File: src/rtl/cpu_pkg.sv
// Shared definitions for the 16-bit core.
//   ADDR_W / INSTR_W : default address and instruction widths
//   state_e          : fetch FSM state encoding
//   sext8            : 8-bit to ADDR_W sign extension (branch offsets, ALU immediates)
package cpu_pkg;

  localparam int unsigned ADDR_W  = 16;
  localparam int unsigned INSTR_W = 16;

  typedef enum logic [1:0] {
    FETCH = 2'd0,
    EXEC  = 2'd1,
    HALT  = 2'd2
  } state_e;

  function automatic logic [ADDR_W-1:0] sext8(input logic [7:0] v);
    return {{(ADDR_W-8){v[7]}}, v};
  endfunction

endpackage

File: src/rtl/next_pc_calc.sv
// Combinational next-PC selection for the fetch stage.
//   pc_i         : current PC
//   off_i        : instr[7:0], signed branch displacement
//   jmp_i        : take jmp_target_i (highest priority)
//   branch_i     : take pc + sext(off_i)
//   jmp_target_i : register-file jump target
//   next_pc_o    : selected next PC (jmp > branch > pc+1)
//   link_pc_o    : pc+1, return address for JAL
// All arithmetic wraps modulo 2^ADDR_W.
module next_pc_calc
  import cpu_pkg::*;
#(
  parameter int unsigned PC_W = cpu_pkg::ADDR_W
) (
  input  logic [PC_W-1:0] pc_i,
  input  logic [7:0]      off_i,
  input  logic            jmp_i,
  input  logic            branch_i,
  input  logic [PC_W-1:0] jmp_target_i,
  output logic [PC_W-1:0] next_pc_o,
  output logic [PC_W-1:0] link_pc_o
);

  logic [PC_W-1:0] seq_pc;
  logic [PC_W-1:0] br_pc;

  // Signed resize keeps the displacement correct for any PC width.
  assign seq_pc    = pc_i + PC_W'(1);
  assign br_pc     = pc_i + PC_W'($signed(sext8(off_i)));
  assign link_pc_o = seq_pc;

  always_comb begin
    next_pc_o = seq_pc;
    if (jmp_i)         next_pc_o = jmp_target_i;
    else if (branch_i) next_pc_o = br_pc;
  end

endmodule

File: src/rtl/fetch_unit.sv
// Instruction fetch stage: PC register, imem req/ack handshake, instruction
// register and next-PC update from decode.
//   clk, reset              : clock, synchronous active-high reset
//   imem_req/addr/ack/rdata : instruction memory handshake
//   instr, instr_valid      : instruction register to decode, valid in EXEC
//   stall, jmp, branch,
//   jmp_target              : control from decode, honoured only in EXEC
//   pc, link_pc             : current PC and pc+1
//   fetch_err               : sticky fetch timeout flag
// Optional macro FETCH_TIMEOUT_EN: abort a fetch after TIMEOUT_CYC cycles
// without ack, set fetch_err and park in HALT until reset.
module fetch_unit
  import cpu_pkg::*;
#(
  parameter int unsigned          ADDR_W      = cpu_pkg::ADDR_W,
  parameter logic [ADDR_W-1:0]    RESET_PC    = '0,
  parameter int unsigned          TIMEOUT_CYC = 64
) (
  input  logic              clk,
  input  logic              reset,
  output logic              imem_req,
  output logic [ADDR_W-1:0] imem_addr,
  input  logic              imem_ack,
  input  logic [15:0]       imem_rdata,
  output logic [15:0]       instr,
  output logic              instr_valid,
  input  logic              stall,
  input  logic              jmp,
  input  logic              branch,
  input  logic [ADDR_W-1:0] jmp_target,
  output logic [ADDR_W-1:0] pc,
  output logic [ADDR_W-1:0] link_pc,
  output logic              fetch_err
);

  state_e            state_q;
  logic [ADDR_W-1:0] pc_q, pc_d;
  logic [15:0]       instr_q;

  next_pc_calc #(.PC_W(ADDR_W)) u_npc (
    .pc_i         (pc_q),
    .off_i        (instr_q[7:0]),
    .jmp_i        (jmp),
    .branch_i     (branch),
    .jmp_target_i (jmp_target),
    .next_pc_o    (pc_d),
    .link_pc_o    (link_pc)
  );

  // Gated by reset so nothing is requested or presented in a reset cycle,
  // whatever state the register held before it.
  assign imem_req    = (state_q == FETCH) && !reset;
  assign instr_valid = (state_q == EXEC)  && !reset;
  assign imem_addr   = pc_q;
  assign pc          = pc_q;
  assign instr       = instr_q;

`ifdef FETCH_TIMEOUT_EN
  localparam int unsigned CNT_W = $clog2(TIMEOUT_CYC + 1);
  logic [CNT_W-1:0] wait_q, wait_d;
  logic             err_q;

  assign wait_d    = wait_q + CNT_W'(1);
  assign fetch_err = err_q;
`else
  assign fetch_err = 1'b0;
`endif

  always_ff @(posedge clk) begin
    if (reset) begin
      state_q <= FETCH;
      pc_q    <= RESET_PC;
      instr_q <= '0;
`ifdef FETCH_TIMEOUT_EN
      wait_q  <= '0;
      err_q   <= 1'b0;
`endif
    end else begin
      case (state_q)
        FETCH: begin
          if (imem_ack) begin
            instr_q <= imem_rdata;
            state_q <= EXEC;
`ifdef FETCH_TIMEOUT_EN
            wait_q  <= '0;
          end else if (wait_d == CNT_W'(TIMEOUT_CYC)) begin
            err_q   <= 1'b1;
            state_q <= HALT;
          end else begin
            wait_q  <= wait_d;
`endif
          end
        end
        EXEC: begin
          if (!stall) begin
            pc_q    <= pc_d;
            state_q <= FETCH;
          end
        end
`ifdef FETCH_TIMEOUT_EN
        HALT: state_q <= HALT;
`endif
        default: state_q <= FETCH;
      endcase
    end
  end

endmodule

File: config.mk
export PLATFORM = sky130hd
export DESIGN_NAME = fetch_unit
export DESIGN_NICKNAME = d
export VERILOG_FILES = /design/src/rtl/cpu_pkg.sv /design/src/rtl/next_pc_calc.sv /design/src/rtl/fetch_unit.sv
export SDC_FILE = /design/constraint.sdc
export NUM_CORES = 1
export LEC_CHECK = 0
export CELL_PAD_IN_SITES_DETAIL_PLACEMENT = 1
export CELL_PAD_IN_SITES_GLOBAL_PLACEMENT = 1
export CORE_MARGIN = 2
export CORE_UTILIZATION = 30
export CTS_BUF_LIST = sky130_fd_sc_hd__clkbuf_4 sky130_fd_sc_hd__clkbuf_8 sky130_fd_sc_hd__clkbuf_16
export CTS_CLUSTER_SIZE = 20
export DETAILED_ROUTE_END_ITERATION = 10
export GPL_ROUTABILITY_DRIVEN = 0
export GPL_TIMING_DRIVEN = 1
export PLACE_DENSITY = 0.9
export SYNTH_ARGS = -nofsm -noshare
export SYNTH_HDL_FRONTEND = slang
export SYNTH_SLANG_ARGS = --single-unit
export TNS_END_PERCENT = 100
File: constraint.sdc
create_clock -name clk -period 2.7 [get_ports clk]
set_clock_uncertainty 0.05 [all_clocks]
set_input_delay 0.54 -clock clk [delete_from_list [all_inputs] [get_ports clk]]
set_output_delay 0.54 -clock clk [all_outputs]
set_load 0.02 [all_outputs]
Word-level counts from Yosys, hierarchy flattened --
Index checks and enable logic that the tools add are counted.
Word-level totals: input bits 38, word-level logic and storage cells 21, register bits 34, output and inout port bits 67
Cells by class: add/subtract/negate cells 2, muxes and demuxes 5, equal/unequal tests 3, bitwise operators 1, reductions and logical operators 7
Operator list (count):
- 2-to-1 mux 16 bit | 2
- adder 16 x 1 -> 16 bit (second input constant) | 1
- adder 16 bit | 1
- AND reduction 2 bit | 3
- 2-to-1 mux 2 bit | 2
- != test 2 bit (second input constant) | 2
- one-hot mux 2 bit (2 select lines) | 1
- equality test 2 x 1 -> 1 bit (second input constant) | 1
- logical AND 1 bit | 2
- logical NOT 2 bit | 1
- logical NOT 1 bit | 1
- inverter 1 bit | 1

Longest topological paths before layout --
depth in word-level cells 3, mapped depth 9, gate-level depth less buffers 9

Modules after synthesis --
Synthesis repeated with hierarchy kept, for this count alone.
Second synthesis, totals: cells, all modules 348, area, all modules 2956.6 µm²
Modules (own cells, without submodules):
- fetch_unit | area an instance 1701.6 µm², cells an instance 168, sequential area each 660.6 µm², times used 1
- next_pc_calc | area an instance 1255.0 µm², cells an instance 180, sequential area each 0.0 µm², times used 1

Least setup slack after synthesis --
No wires, ideal clock.
path type reg-to-reg, start point reg pc_q[0] (netlist: imem_addr[0]), end point reg pc_q[14] (netlist: imem_addr[14]), slack 0.295 ns, data arrival time 2.225 ns, library setup time 0.130 ns, required time 2.520 ns, cell stages (with the launch flop) 10, buffers on the path 0, clock period less this slack 2.405 ns, path through dfxtp_1 ha_1 fa_1 a211oi_2 o21bai_1 a21oi_2 o21bai_1 a221oi_1 xnor2_1 o22ai_1
On the way: word-level cells in the longest chain between the ends 3, elaborated cells on any way between the ends 4, those cells by class add/sub (2); mux (2)
Ends and longest elaborated chain:
- from (decl) | line fetch_unit.sv:37 | logic [ADDR_W-1:0] pc_q, pc_d;
- from (signal assigned) | line fetch_unit.sv:96 | pc_q <= pc_d;
- adder 16 x 1 -> 16 bit / adder 16 bit (equally long branches) | line next_pc_calc.sv:28, next_pc_calc.sv:29
- 2-to-1 mux 16 bit (*) | line next_pc_calc.sv:35 | else if (branch_i) next_pc_o = br_pc;
- 2-to-1 mux 16 bit (*) | line next_pc_calc.sv:34 | if (jmp_i) next_pc_o = jmp_target_i;
Mark *: on every way between the ends. The rest lies on a longest branch, timed or not. A chain may end at the register's enable or synchronous reset.

Worst setup path in the final report --
start point reg pc_q[1] (netlist: imem_addr[1]), end point out link_pc[3]
On the way: word-level cells in the longest chain between the ends 1
Ends and longest elaborated chain:
- adder 16 x 1 -> 16 bit | line next_pc_calc.sv:28 | assign seq_pc = pc_i + PC_W'(1);
- to (decl) | line fetch_unit.sv:32 | output logic [ADDR_W-1:0] link_pc,
Every way passes these cells.

==> results.json <==
{
  "intPower_mw": 1.04,
  "maxSlewHeadroom": 0.554,
  "routedWlPerCell_microns": 18.5,
  "routed_wl_microns": 9810,
  "ys_types": 51,
  "p_switching_mw": 0.466,
  "grt_pass1_vias": 2922,
  "hold_end": "instr[14]",
  "synth_nets": 381,
  "cts-root-buf": "clkbuf_8",
  "final_cell_mix": "93 x clkdlybuf4s50_1, 58 x nand2_1, 32 x dfxtp_1, 31 x a21oi_1, 23 x buf_4",
  "synth-edff-count": 0,
  "rsz0062_at_grt": "no",
  "cap_viol_max_count": 0,
  "power_frac_seq": 0.358,
  "die-area_sq_mm": 0.00916,
  "period_share": 0.954,
  "dpl.hpwl_microns": 7630,
  "pwr_density_cell_mw_per_mm2": 398,
  "drive_gt1_frac": 0.106,
  "post_cts_buffers": 0,
  "grt_pass1_wl_microns": 14800,
  "synthArstFlopShare": 0,
  "whs_path_depth": 2,
  "worst_pin_slew_ps": 669,
  "cp_slowest_cell": "clkdlybuf4s50_1",
  "switching_share": 0.309,
  "cts_tree": "yes",
  "clock_latency_ps": 290,
  "dp_slack_ps": 61.5,
  "peakVddDrop_mv": 0.205,
  "initial_core_util": 0.309,
  "rr_startpoint": "imem_addr[0]",
  "timing_worst_setup_path_type": "reg -> out",
  "p_clk_frac": 0.334,
  "worst_r2r_endpoint": "imem_addr[14]",
  "setup_slack_ps": 125,
  "crit_chain": "and2_2 > nand2_1 > xnor2_1 > clkdlybuf4s50_1",
  "vias": 2830,
  "track_usage": 0.209,
  "htreeDepth": 2,
  "die_h_microns": 95.7,
  "run_status": "complete, no violations",
  "ys_seq_area_frac": 0.262,
  "leakage_nw": 1.59,
  "min_from": "instr[14]",
  "crit_path_max_fanout": 6,
  "syn_area_sq_mm": 0.00252,
  "finalSetupViolCount": 0,
  "total_power_mw": 1.51,
  "critPathTopFamily": "buffers and inverters",
  "hold_path.class": "reg -> reg",
  "yosys_warnings": 0,
  "timing.hold.ws_ps": 410,
  "layout.nets": 478,
  "fmax_mhz": 388,
  "clockBufferDepth": 2,
  "cp_data_required_time_ps": 2110,
  "grt_max_degree": 22,
  "viasPerCell": 5.35,
  "r2r_cells": 9,
  "drt_iter0_drc": 94,
  "area_growth_pct": 50.2,
  "critPathBufInv": 1,
  "grt_overflow_total": 0,
  "n_antenna_cell": 0,
  "r2r_slack_ps": 140,
  "rows": 33,
  "slew_violations": 0,
  "finalHoldViolations": 0,
  "cp_slowest_stage_delay_ps": 670,
  "critPathCaptureType": "output port",
  "final_common_cell": "clkdlybuf4s50_1",
  "ant_nets": 0,
  "fin_tns_setup_ps": 0,
  "combinationalPowerShare": 0.308,
  "dr.pass1.iters": 4,
  "fin_util": 0.464,
  "antenna_found_initial": 0,
  "start_kind": "register",
  "numCtsBuffers": 5,
  "core_area_sq_mm": 0.00818,
  "synth-seq-cells": 33,
  "min_period_ps": 2570,
  "die_w_microns": 95.7,
  "synth_area_per_cell_sq_um": 7.74,
  "path_clk_slew_ps": 70,
  "place.port_buffers": 103,
  "ios": 105,
  "ctsHoldBuffers": 0,
  "clock-sinks": 33,
  "synth-main-ff-cell": "dfxtp_1",
  "synth_cells": 326,
  "drc": 0,
  "cp_data_arrival_time_ps": 1980
}
-- layout make-up --
| cell class | count | area [sq um] |
|---|---|---|
| Timing Repair Buffer | 126 | 1210 |
| Multi-Input combinational cell | 251 | 1640 |
| Clock inverter | 1 | 30.0 |
| Fill cell | 980 | 4390 |
| Sequential cell | 33 | 662 |
| Inverter | 6 | 22.5 |
| Clock buffer | 7 | 90.1 |
| Tap cell | 105 | 131 |
-- per-stage QoR --
step	instances	cell area [sq um]
final	529	3790
after global routing	529	3790
after CTS	529	3770
after detailed placement	521	3650
after global placement	521	3650
after floorplan	326	2520
-- worst max path at each step --
| stage | start | to | slack [ps] | cells after the start |
|---|---|---|---|---|
| floorplan | imem_addr[0] | imem_addr[14] | 300 | 9 |
| global placement | imem_addr[0] | link_pc[15] | 210 | 5 |
| detailed placement | imem_addr[0] | link_pc[15] | 60 | 5 |
| CTS | imem_addr[1] | link_pc[6] | 10 | 4 |
| global route | imem_addr[1] | link_pc[3] | 30 | 4 |
| finish | imem_addr[1] | link_pc[3] | 130 | 4 |
-- state kept, by name (all words and copies together), names as in the netlist --
| register | cells |
|---|---|
| imem_addr | 16 |
| instr | 16 |
| state_q | 1 |
-- metal layers --
| layer | GRT usage | vias up | wire length [microns] |
|---|---|---|---|
| li1 | - | 1333 | - |
| met1 | 0.246 | 1339 | 3950 |
| met5 | 0 | - | 0 |
| met3 | 0.0595 | 28 | 852 |
| met2 | 0.365 | 130 | 4730 |
| met4 | 0.0679 | 0 | 275 |
-- worst register-to-register path: stages, from the launching register on --
cell      delay (ps)
dfxtp_2          370
ha_1             230
fa_1             440
a211oi_2         310
o21bai_1         130
a21oi_2          190
o21bai_1         120
a221oi_1         360
xnor2_1          160
o22ai_1           90
-- power by group through the flow --
| stage | combinational [mW] | sequential [mW] | clock (mW) |
|---|---|---|---|
| 6_report | 0.464 | 0.540 | 0.503 |
| 5_1_grt | 0.496 | 0.542 | 0.533 |
| 4_1_cts | 0.465 | 0.539 | 0.513 |
| 3_5_place_dp | 0.463 | 0.550 | 0 |
| 3_3_place_gp | 0.451 | 0.548 | 0 |
| 2_1_floorplan | 0.211 | 0.585 | 0 |
-- synth_stat cells (2+ instances only) --
library cell / count / area, sq um
a211oi_1: 3 / 22.5
a21o_1: 2 / 15.0
a21oi_1: 31 / 155
a21oi_2: 2 / 17.5
a221o_1: 4 / 40.0
a221oi_1: 6 / 52.6
and4_4: 2 / 22.5
buf_2: 4 / 20.0
buf_4: 17 / 128
clkbuf_1: 15 / 56.3
dfxtp_1: 33 / 661
ha_1: 16 / 200
inv_1: 6 / 22.5
mux2i_1: 4 / 40.0
nand2_1: 58 / 218
nand2b_1: 3 / 18.8
nand3_1: 10 / 50.1
nand4_1: 6 / 37.5
nor2_1: 18 / 67.6
nor2b_1: 3 / 18.8
nor3_1: 5 / 25.0
o211ai_1: 3 / 22.5
o21ai_0: 12 / 60.1
o21ai_1: 2 / 10.0
o21bai_1: 5 / 37.5
o221ai_1: 2 / 17.5
o22ai_1: 4 / 25.0
o32ai_1: 3 / 26.3
xnor2_1: 18 / 158
xor2_1: 8 / 70.1
-- cell families (layout without fill, tap and decap cells) --
group	after synthesis	after routing	synth area share
simple gates	114	114	0.214
compound gates	88	88	0.234
buf+inv	42	140	0.0897
flops	33	33	0.262
xor+xnor	27	27	0.0967
fa+ha+maj	17	17	0.0873
mux	4	4	0.0159
other cells	1	1	0.00149
-- repair_timing --
action | CTS | global route
hold endpoints to repair | 0 | 0
pin swaps | 0 | 0
endpoints found under the setup margin | 13 | 6
resized for setup | 8 | 6
cloned | 0 | 0
(Power assumes the default switching activity.)
